==> config.mk <==
export PLATFORM = sky130hd
export DESIGN_NAME = vram_access_scheduler
export DESIGN_NICKNAME = d
export VERILOG_FILES = /design/src/rtl/vram_access_scheduler.sv
export SDC_FILE = /design/constraint.sdc
export NUM_CORES = 1
export LEC_CHECK = 0
export ABC_AREA = 1
export CAP_MARGIN = 20
export CORE_MARGIN = 2
export CORE_UTILIZATION = 35
export DETAILED_ROUTE_END_ITERATION = 16
export PLACE_DENSITY_LB_ADDON = 0.15
export SYNTH_ARGS = -nofsm -noshare
export SYNTH_HDL_FRONTEND = slang
export SYNTH_SLANG_ARGS = --single-unit
==> constraint.sdc <==
create_clock -name clk -period 4.7 [get_ports clk]
set_clock_uncertainty 0.15 [all_clocks]
set_input_delay 0.94 -clock clk [delete_from_list [all_inputs] [get_ports clk]]
set_output_delay 0.94 -clock clk [all_outputs]
set_load 0.01 [all_outputs]
==> src/rtl/vram_access_scheduler.sv <==
// Arbitrates one single-port VRAM bank between the renderer, which has absolute priority, and a CPU.
// CPU writes pass through a small posted-write FIFO; CPU reads wait until that FIFO is empty.
module vram_access_scheduler #(
    parameter int ADDR_W     = 14,
    parameter int DATA_W     = 32,
    parameter int FIFO_DEPTH = 4
) (
    input  logic                          clk,
    input  logic                          reset,
    input  logic                          render_active,
    input  logic [ADDR_W-1:0]             render_addr,
    output logic [DATA_W-1:0]             render_q,
    input  logic                          cpu_req,
    input  logic                          cpu_we,
    input  logic [ADDR_W-1:0]             cpu_addr,
    input  logic [DATA_W-1:0]             cpu_data,
    output logic [DATA_W-1:0]             cpu_q,
    output logic                          cpu_ack,
    output logic [$clog2(FIFO_DEPTH):0]   fifo_level,
    output logic [ADDR_W-1:0]             ram_addr,
    output logic [DATA_W-1:0]             ram_d,
    output logic                          ram_we,
    input  logic [DATA_W-1:0]             ram_q
);
    localparam int PTR_W = $clog2(FIFO_DEPTH);
    localparam int LVL_W = PTR_W + 1;

    typedef enum logic [1:0] {
        ST_IDLE     = 2'd0,
        ST_RD_ISSUE = 2'd1,
        ST_RD_CAP   = 2'd2,
        ST_RD_ACK   = 2'd3
    } state_t;

    state_t              r_state;
    state_t              w_state_nxt;
    logic [PTR_W-1:0]    r_wr_ptr;
    logic [PTR_W-1:0]    r_rd_ptr;
    logic [LVL_W-1:0]    r_level;
    logic [ADDR_W-1:0]   r_mem_addr [FIFO_DEPTH];
    logic [DATA_W-1:0]   r_mem_data [FIFO_DEPTH];
    logic                r_ack;
    logic [DATA_W-1:0]   r_cpu_q;
    logic                w_full;
    logic                w_empty;
    logic                w_push;
    logic                w_pop;

    assign w_full     = (r_level == LVL_W'(FIFO_DEPTH));
    assign w_empty    = (r_level == {LVL_W{1'b0}});
    // The ack cycle masks cpu_req so a held request is never accepted twice.
    assign w_push     = cpu_req & cpu_we & ~w_full & ~r_ack;
    assign w_pop      = ~render_active & ~w_empty & (r_state == ST_IDLE);
    assign render_q   = ram_q;
    assign cpu_q      = r_cpu_q;
    assign cpu_ack    = r_ack;
    assign fifo_level = r_level;

    // Read state machine: next-state logic
    always_comb begin
        w_state_nxt = r_state;
        case (r_state)
            ST_IDLE: begin
                if (cpu_req && !cpu_we && !r_ack && w_empty) begin
                    w_state_nxt = ST_RD_ISSUE;
                end else begin
                    w_state_nxt = ST_IDLE;
                end
            end
            ST_RD_ISSUE: begin
                if (!render_active) begin
                    w_state_nxt = ST_RD_CAP;
                end else begin
                    w_state_nxt = ST_RD_ISSUE;
                end
            end
            ST_RD_CAP: w_state_nxt = ST_RD_ACK;
            ST_RD_ACK: w_state_nxt = ST_IDLE;
            default:   w_state_nxt = ST_IDLE;
        endcase
    end

    // VRAM port mux: renderer first, then FIFO drain, then read issue
    always_comb begin
        ram_addr = {ADDR_W{1'b0}};
        ram_d    = {DATA_W{1'b0}};
        ram_we   = 1'b0;
        if (render_active) begin
            ram_addr = render_addr;
        end else if (w_pop) begin
            ram_addr = r_mem_addr[r_rd_ptr];
            ram_d    = r_mem_data[r_rd_ptr];
            ram_we   = 1'b1;
        end else if (r_state == ST_RD_ISSUE) begin
            ram_addr = cpu_addr;
        end else begin
            ram_addr = {ADDR_W{1'b0}};
        end
    end

    // State, FIFO bookkeeping, ack and read-data registers
    always_ff @(posedge clk or posedge reset) begin
        if (reset) begin
            r_state  <= ST_IDLE;
            r_wr_ptr <= {PTR_W{1'b0}};
            r_rd_ptr <= {PTR_W{1'b0}};
            r_level  <= {LVL_W{1'b0}};
            r_ack    <= 1'b0;
            r_cpu_q  <= {DATA_W{1'b0}};
        end else begin
            r_state <= w_state_nxt;
            r_ack   <= w_push | (r_state == ST_RD_CAP);
            if (w_push) begin
                r_wr_ptr <= r_wr_ptr + PTR_W'(1);
            end
            if (w_pop) begin
                r_rd_ptr <= r_rd_ptr + PTR_W'(1);
            end
            case ({w_push, w_pop})
                2'b10:   r_level <= r_level + LVL_W'(1);
                2'b01:   r_level <= r_level - LVL_W'(1);
                default: r_level <= r_level;
            endcase
            // ram_q already holds the CPU word latched at the issue edge.
            if (r_state == ST_RD_CAP) begin
                r_cpu_q <= ram_q;
            end
        end
    end

    // FIFO storage; entries are only read after being written, so no reset
    always_ff @(posedge clk) begin
        if (w_push) begin
            r_mem_addr[r_wr_ptr] <= cpu_addr;
            r_mem_data[r_wr_ptr] <= cpu_data;
        end
    end
endmodule

==> results.yml, run 1 <==
status:
  status: "completed"
timing:
  period_needed_ns: 4.228
  grt_setup_unrepaired: "false"
  fmax_mhz: 236.5
  final.setup.worst_slack_ns: 0.4724
  finalSetupTns_ns: 0
  worst_pin_slew_ns: 0.8139
  final_max_slew_viol_count: 0
  setup_viol: 0
  hold_viol_final: 0
  relSlewSlack_pct: 45.55
  finalCritPeriodShare_pct: 89.95
logic_synthesis:
  ys_seq_area_share_pct: 70.06
  syn_nets: 858
  ys_types: 29
  syn-cell-area_sq_mm: 0.009387
  synth_seq_cells: 226
  yosys_warnings: 0
  netlist_instances: 755
  syn_avg_cell_area_sq_um: 12.43
place:
  portBuffers: 211
  place_hpwl_um: 14270
  gp_congestion: 0.7120
  place_ws_ns: 0.4507
cells_and_area:
  antenna-diode-count: 0
  multiInputGateArea_sq_mm: 0.002241
  nFillCells: 2381
  syn_to_final_growth_pct: 31.56
  drive_gt1_share_pct: 10.48
  fin_nets: 1039
  regArea_sq_mm: 0.006581
  mostFrequentLayoutCell: "clkdlybuf4s50_1"
  final_cell_mix: "clkdlybuf4s50_1, edfxtp_1, nor2_1"
power_and_ir_drop:
  powerDensity_mw_per_mm2: 568.6
  leakagePower_nw: 4.395
  finalPower_mw: 7.022
  vdd_drop_max_mv: 0.2337
die:
  die_height_um: 167.8
  io_pins: 212
  core-area_sq_mm: 0.02621
  die_width_um: 167.8
  initial_utilization_pct: 35.82
  die_area_sq_mm: 0.02815
  std_cell_rows: 59
critical_path:
  path_max_fanout: 52
  cp.required_ns: 3.61
  crit_arrival_ns: 3.14
  max_stage_delay_ns: 0.67
  path_cells: "inv_2 > buf_12 > o21ai_0 > a21oi_1 > clkdlybuf4s50_1"
  path_class: "reg2out"
  end_kind: "primary output"
  slowest_stage: "dfrtp_4"
  startpoint_type: "flip-flop"
clocking:
  cts_resized: 0
  clk_latency_ns: 0.51
  clockBufferDepth: 3
  cts_tree: "built"
  ctsHoldBuffers: 0
  htree_levels: 1
  cts_root_buffer: "clkbuf_16"
  clock_sinks: 226
  post_cts_buffers: 0
  clk_pin_slew_ns: 0.06
  cts_made_buffers: 25
global_route:
  grt_max_degree: 56
  grt_pass1_wl_um: 35310
  grt_usage_pct: 15.97
  antenna_found_initial: 1
  overflow: 0
  grt_pass1_vias: 6248
run:
  drv_cap: 0
route:
  vias: 6165
  via_per_inst: 4.783
  dr.pass1.iters: 5
  postRouteAntennaNets: 0
  drtIter0Drc: 385
  routedWlPerCell_um: 17.60
  routed_wl_um: 22690
  drc: 0
worst_hold_path:
  hold_path.class: "reg2reg"
==> layout make-up <==
type                            instances  area share (%)
Clock buffer                           36           5.735
Clock inverter                          9          0.3445
Inverter                               30          0.9726
Multi-Input combinational cell        427           18.15
Sequential cell                       226           53.29
Tap cell                              335           3.394
Timing Repair Buffer                  226           18.12
==> per-layer routing <==
layer  global-route usage, %  share of wire, %
met4                   3.743               1.6
met5                       0                 0
met2                   26.27                46
met3                   4.372               7.6
met1                   21.12                45
==> flip-flops by register name (all words and copies together), names as in the netlist, named ones only <==
name	count
r_mem_data	128
r_mem_addr	56
cpu_q	32
fifo_level	3
r_rd_ptr	2
r_wr_ptr	2
cpu_ack	1
r_state	1
==> power breakdown <==
group	total, mW	internal [mW]	switching (mW)	leakage (nW)
sequential	2.73	2.51	0.223	2.16
clock	1.78	1.04	0.738	0.366
combinational	2.51	1.16	1.36	1.87
==> critical path, delay by kind of cell (launching register included) <==
kind / cells / cell delay, ns
compound gates: 2 / 0.39
flops: 1 / 0.67
buf+inv: 3 / 1.57
==> synthesized netlist by cell type <==
| cell type | number | area, sq um |
|---|---|---|
| nand3_4 | 1 | 17.52 |
| a21oi_1 | 30 | 150.1 |
| clkinv_4 | 1 | 8.760 |
| nand2_2 | 1 | 6.260 |
| mux2_2 | 32 | 360.4 |
| dfrtp_1 | 42 | 1051 |
| inv_2 | 3 | 11.26 |
| nand3_1 | 10 | 50.05 |
| nand4_1 | 1 | 6.260 |
| nor2_4 | 1 | 11.26 |
| fa_1 | 1 | 20.02 |
| buf_4 | 45 | 337.8 |
| a21oi_2 | 5 | 43.79 |
| buf_1 | 1 | 3.750 |
| buf_2 | 8 | 40.04 |
| xor2_1 | 3 | 26.28 |
| nand4_2 | 1 | 12.51 |
| nand2_1 | 42 | 157.7 |
| a22oi_1 | 12 | 90.09 |
| inv_4 | 1 | 6.260 |
| buf_6 | 4 | 45.04 |
| edfxtp_1 | 184 | 5525 |
| inv_1 | 25 | 93.84 |
| xnor2_1 | 1 | 8.760 |
| o21ai_0 | 71 | 355.3 |
| o21ai_1 | 35 | 175.2 |
| clkbuf_1 | 14 | 52.55 |
| ha_1 | 5 | 62.56 |
| nor2_1 | 175 | 656.9 |
==> cells by family (layout without fill, tap and decap cells) <==
logic type / count (synthesis) / after routing / synth area share, %
adder cells (fa/ha/maj): 6 / 6 / 0.8798
XOR/XNOR: 4 / 4 / 0.3733
AND/OR/NAND/NOR: 232 / 232 / 9.784
buffers and inverters: 102 / 301 / 6.385
multiplexers: 32 / 32 / 3.839
AO/OA/AOI/OAI: 153 / 153 / 8.678
flip-flops: 226 / 226 / 70.06
==> through the flow <==
step	instance area, sq um	util, %	hold WS (ns)	std cells
finish	12350	47.12	0.3491	1289
global route	12350	47.12	0.3589	1289
CTS	12340	47.09	0.3511	1288
detailed placement	11590	44.23	0.3407	1243
global placement	11590	44.23	0.3366	1243
floorplan	9387	-	0.3527	755
==> final timing paths <==
path                                      startpoint                          end  slack (ns)  cells past startpoint
max                          r_rd_ptr[0]$_DFFE_PP0N_                    ram_d[28]        0.47                      5
min                        fifo_level[0]$_DFFE_PP0P_    fifo_level[0]$_DFFE_PP0P_        0.35                      1
max reg2reg                fifo_level[0]$_DFFE_PP0P_  r_mem_data[0][20]$_DFFE_PP_        2.24                      5
min reg2reg                fifo_level[0]$_DFFE_PP0P_    fifo_level[0]$_DFFE_PP0P_        0.35                      1
max in group asynchronous                      reset      r_rd_ptr[0]$_DFFE_PP0N_        3.06                      3
min in group asynchronous                      reset         cpu_q[0]$_DFFE_PP0P_        0.59                      2
Note: power is estimated with default switching activity, not from simulation.
==> run 2: changes to the inputs <==
--- a/config.mk
+++ b/config.mk
@@ -11,6 +11,7 @@
 export CORE_UTILIZATION = 35
 export DETAILED_ROUTE_END_ITERATION = 16
 export PLACE_DENSITY_LB_ADDON = 0.15
+export SLEW_MARGIN = 20
 export SYNTH_ARGS = -nofsm -noshare
 export SYNTH_HDL_FRONTEND = slang
 export SYNTH_SLANG_ARGS = --single-unit
==> results.yml, run 2 (same netlist as run 1, synthesis figures left out) <==
timing:
  setup_viol: 0
  period_needed_ns: 4.210
  hold_viol_final: 0
  finalCritPeriodShare_pct: 89.57
  fmax_mhz: 237.5
  grt_setup_unrepaired: "false"
  worst_pin_slew_ns: 0.8113
  relSlewSlack_pct: 45.72
  final_max_slew_viol_count: 0
  finalSetupTns_ns: 0
route:
  drc: 0
  routed_wl_um: 22730
  postRouteAntennaNets: 0
  vias: 6154
  dr.pass1.iters: 4
  via_per_inst: 4.774
  routedWlPerCell_um: 17.63
  drtIter0Drc: 385
critical_path:
  cp.required_ns: 3.61
  crit_cells: 5
  slowest_stage: "dfrtp_4"
  crit_buf_inv: 3
  path_delay_family: "buffers and inverters"
  startpoint_type: "flip-flop"
  r2r_cells: 5
  crit_arrival_ns: 3.12
  path_cells: "inv_2 > buf_12 > o21ai_0 > a21oi_1 > clkdlybuf4s50_1"
  max_stage_delay_ns: 0.67
  path_max_fanout: 52
  end_kind: "primary output"
  path_class: "reg2out"
die:
  die_area_sq_mm: 0.02815
  core-area_sq_mm: 0.02621
  die_width_um: 167.8
  initial_utilization_pct: 35.82
  die_height_um: 167.8
  io_pins: 212
  std_cell_rows: 59
global_route:
  grt_pass1_wl_um: 35310
  grt_usage_pct: 15.97
  overflow: 0
  grt_pass1_vias: 6248
  antenna_found_initial: 1
  grt_max_degree: 56
power_and_ir_drop:
  switching_share_pct: 32.99
  seq_power_share_pct: 38.9
  p_switching_mw: 2.316
  powerDensity_mw_per_mm2: 568.5
  clockPowerShare_pct: 25.3
  leakagePower_nw: 4.395
  pwr-share-comb_pct: 35.8
  vdd_drop_max_mv: 0.2335
  p_int_mw: 4.705
clocking:
  clk_pin_slew_ns: 0.06
  post_cts_buffers: 0
  cts_root_buffer: "clkbuf_16"
  ctsHoldBuffers: 0
  htree_levels: 1
  cts_made_buffers: 25
  clock_sinks: 226
  clk_latency_ns: 0.51
  clockBufferDepth: 3
  cts_tree: "built"
  cts_resized: 0
place:
  dpl.cell_count: 1243
  gp_congestion: 0.7120
  portBuffers: 211
  place_hpwl_um: 14270
cells_and_area:
  mostFrequentLayoutCell: "clkdlybuf4s50_1"
  final_cell_mix: "clkdlybuf4s50_1, edfxtp_1, nor2_1"
  largest_reg_flops: 128
  syn_to_final_growth_pct: 31.56
  drive_gt1_share_pct: 10.48
  fin_nets: 1039
  antenna-diode-count: 0
  largest-register: "r_mem_data"
  nFillCells: 2380
  finalNonFillerCells: 1289
worst_hold_path:
  hold_path.class: "reg2reg"
  holdPathStages: 1
run:
  drv_cap: 0
status:
  status: "completed"
## run 2: through the flow
stage / area [sq um] / power (mW) / utilization, % / hold WS, ns / setup WS [ns]
after detailed placement: 11590 / 5.327 / 44.23 / 0.3407 / 0.4507
after floorplan: 9387 / 4.206 / - / 0.3527 / 0.9780
final: 12350 / 7.021 / 47.12 / 0.3501 / 0.4902
after global routing: 12350 / 7.493 / 47.12 / 0.3589 / 0.2738
after global placement: 11590 / 5.323 / 44.23 / 0.3366 / 0.4811
after CTS: 12340 / 7.143 / 47.09 / 0.3511 / 0.4118
## run 2: final timing paths
kind | endpoint | startpoint | slack, ns
max | ram_d[28] | r_rd_ptr[0]$_DFFE_PP0N_ | 0.49
min | fifo_level[0]$_DFFE_PP0P_ | fifo_level[0]$_DFFE_PP0P_ | 0.35
max reg2reg | r_mem_data[0][20]$_DFFE_PP_ | fifo_level[0]$_DFFE_PP0P_ | 2.24
min reg2reg | fifo_level[0]$_DFFE_PP0P_ | fifo_level[0]$_DFFE_PP0P_ | 0.35
max in group asynchronous | r_rd_ptr[0]$_DFFE_PP0N_ | reset | 3.05
min in group asynchronous | cpu_q[0]$_DFFE_PP0P_ | reset | 0.60
## run 2: power groups by stage
| stage | logic, mW | clock network (mW) | registers (mW) |
|---|---|---|---|
| global route | 2.80 | 1.92 | 2.77 |
| CTS | 2.57 | 1.84 | 2.73 |
| detailed placement | 2.56 | 0 | 2.76 |
| floorplan | 1.46 | 0 | 2.74 |
| finish | 2.51 | 1.78 | 2.73 |
| global placement | 2.56 | 0 | 2.76 |
## run 2: cell type report
type	count	area (sq um)	area share [%]
well taps	335	419.2	3.394
repair buffers	226	2237	18.12
clock buffers	36	708.2	5.735
inverters	30	120.1	0.9726
flip-flops and latches	226	6581	53.29
clock inverters	9	42.54	0.3445
multi-input cells	427	2241	18.15
## run 2: layer usage
metal | global-route usage, % | part of all wire (%) | up-vias
met4 | 3.743 | 1.6 | 0
li1 | - | - | 2959
met1 | 21.12 | 45 | 2951
met2 | 26.27 | 46 | 213
met5 | 0 | 0 | -
met3 | 4.372 | 7.3 | 31
==> run 3: changes to the inputs <==
--- a/config.mk
+++ b/config.mk
@@ -11,6 +11,7 @@
 export CORE_UTILIZATION = 35
 export DETAILED_ROUTE_END_ITERATION = 16
 export PLACE_DENSITY_LB_ADDON = 0.15
+export SKIP_CTS_REPAIR_TIMING = 1
 export SLEW_MARGIN = 20
 export SYNTH_ARGS = -nofsm -noshare
 export SYNTH_HDL_FRONTEND = slang
==> constraint.sdc (replaced) <==
create_clock -name clk -period 4.9 [get_ports clk]
set_clock_uncertainty 0.15 [all_clocks]
set_input_delay 0.98 -clock clk [delete_from_list [all_inputs] [get_ports clk]]
set_output_delay 0.98 -clock clk [all_outputs]
set_load 0.01 [all_outputs]
==> results.yml, run 3 (same netlist as run 1, synthesis figures left out) <==
status:
  status: "completed"
route:
  routedWlPerCell_um: 17.57
  dr.pass1.iters: 4
  drc: 0
  vias: 6190
  via_per_inst: 4.813
  postRouteAntennaNets: 0
  drtIter0Drc: 325
  routed_wl_um: 22600
die:
  initial_utilization_pct: 35.82
  io_pins: 212
  die_width_um: 167.8
  die_height_um: 167.8
  core-area_sq_mm: 0.02621
  std_cell_rows: 59
  die_area_sq_mm: 0.02815
timing:
  grt_setup_unrepaired: "false"
  setup_viol: 0
  final.setup.worst_slack_ns: 0.5963
  relSlewSlack_pct: 30.28
  worst_pin_slew_ns: 1.042
  finalCritPeriodShare_pct: 87.83
  final_max_slew_viol_count: 0
  period_needed_ns: 4.304
  finalSetupTns_ns: 0
  hold_viol_final: 0
  fmax_mhz: 232.4
worst_hold_path:
  worstHoldStart: "fifo_level[0]$_DFFE_PP0P_"
  hold_path.class: "reg2reg"
  holdPathStages: 1
  min_to: "fifo_level[0]$_DFFE_PP0P_"
critical_path:
  cp.required_ns: 3.77
  reg2reg_from: "fifo_level[0]$_DFFE_PP0P_"
  r2r-end: "r_mem_addr[2][9]$_DFFE_PP_"
  crit_buf_inv: 2
  path_delay_family: "buffers and inverters"
  crit_arrival_ns: 3.17
  slowest_stage: "nor2_1"
  path_max_fanout: 12
  path_cells: "clkdlybuf4s50_1 > nor2_1 > a22oi_1 > nand2_1 > clkdlybuf4s50_1"
  end_kind: "primary output"
  max_stage_delay_ns: 0.84
  path_class: "in2out"
  cp-startpoint: "render_active"
  crit_top_cell: "clkdlybuf4s50_1"
  startpoint_type: "input port"
  r2r_setup_slack_ns: 2.49
  r2r_cells: 5
clocking:
  cts_root_buffer: "clkbuf_16"
  cts_tree: "built"
  clk_pin_slew_ns: 0.06
  cts_made_buffers: 25
  clk_latency_ns: 0.51
  clock_sinks: 226
  htree_levels: 1
  clockBufferDepth: 3
power_and_ir_drop:
  leakagePower_nw: 4.389
  vdd_drop_max_mv: 0.2989
  powerDensity_mw_per_mm2: 549.4
  finalPower_mw: 6.796
global_route:
  grt_usage_pct: 16.12
  grt_pass1_wl_um: 35210
  overflow: 0
  antenna_found_initial: 1
  grt_pass1_vias: 6292
  grt_max_degree: 57
place:
  place_hpwl_um: 13750
  place_ws_ns: 0.5850
  portBuffers: 211
  gp_congestion: 0.7148
cells_and_area:
  largest_reg_flops: 128
  largest-register: "r_mem_data"
  final_core_util_pct: 47.20
  mostFrequentLayoutCell: "clkdlybuf4s50_1"
  final_cell_mix: "clkdlybuf4s50_1, edfxtp_1, nor2_1"
  fin_nets: 1037
  drive_gt1_share_pct: 10.09
  nFillCells: 2356
  syn_to_final_growth_pct: 31.78
  antenna-diode-count: 0
run:
  drv_cap: 0
-- run 3: changes by cell type in the layout (fill, tap and decap cells not counted), sizes merged --
cell / delta
clkbuf: -4
buf: -2
inv: +1
bufinv: +2
-- run 3: report_power, final --
part	internal [mW]	switching (mW)	leakage, nW
logic	1.12	1.29	1.87
registers	2.41	0.228	2.16
clock network	1.04	0.712	0.367
total	4.56	2.23	4.39
-- run 3: cell type report --
cell class                 instances  area (sq um)  area share [%]
clock buffer                      32         651.9           5.270
clock inverter                    12         108.9          0.8800
inverter                          30         120.1          0.9711
multi-input combinational        427          2241           18.12
sequential                       226          6581           53.21
tap                              335         419.2           3.389
timing repair buffer             224          2247           18.17
-- run 3: worst max path at each step --
stage,end,slack [ns],depth (start not counted)
6_report,ram_addr[10],0.60,5
5_1_grt,ram_addr[11],0.41,5
4_1_cts,ram_addr[2],0.54,8
3_5_place_dp,ram_addr[8],0.58,5
3_3_place_gp,ram_addr[13],0.63,5
2_1_floorplan,r_mem_addr[0][0]$_DFFE_PP_,1.14,2
-- run 3: layer usage --
metal	GRT usage (%)	up-vias	wire, um
met5	0	-	0
li1	-	2959	-
met4	4.234	0	500
met2	27.04	219	10620
met1	20.98	2978	10050
met3	3.971	34	1432
-- run 3: per-stage QoR --
| stage | instances | hold slack [ns] | instance area (sq um) |
|---|---|---|---|
| floorplan | 755 | 0.3527 | 9387 |
| global placement | 1242 | 0.3368 | 11610 |
| detailed placement | 1242 | 0.3421 | 11610 |
| CTS | 1286 | 0.3510 | 12370 |
| global route | 1286 | 0.3762 | 12370 |
| finish | 1286 | 0.3554 | 12370 |
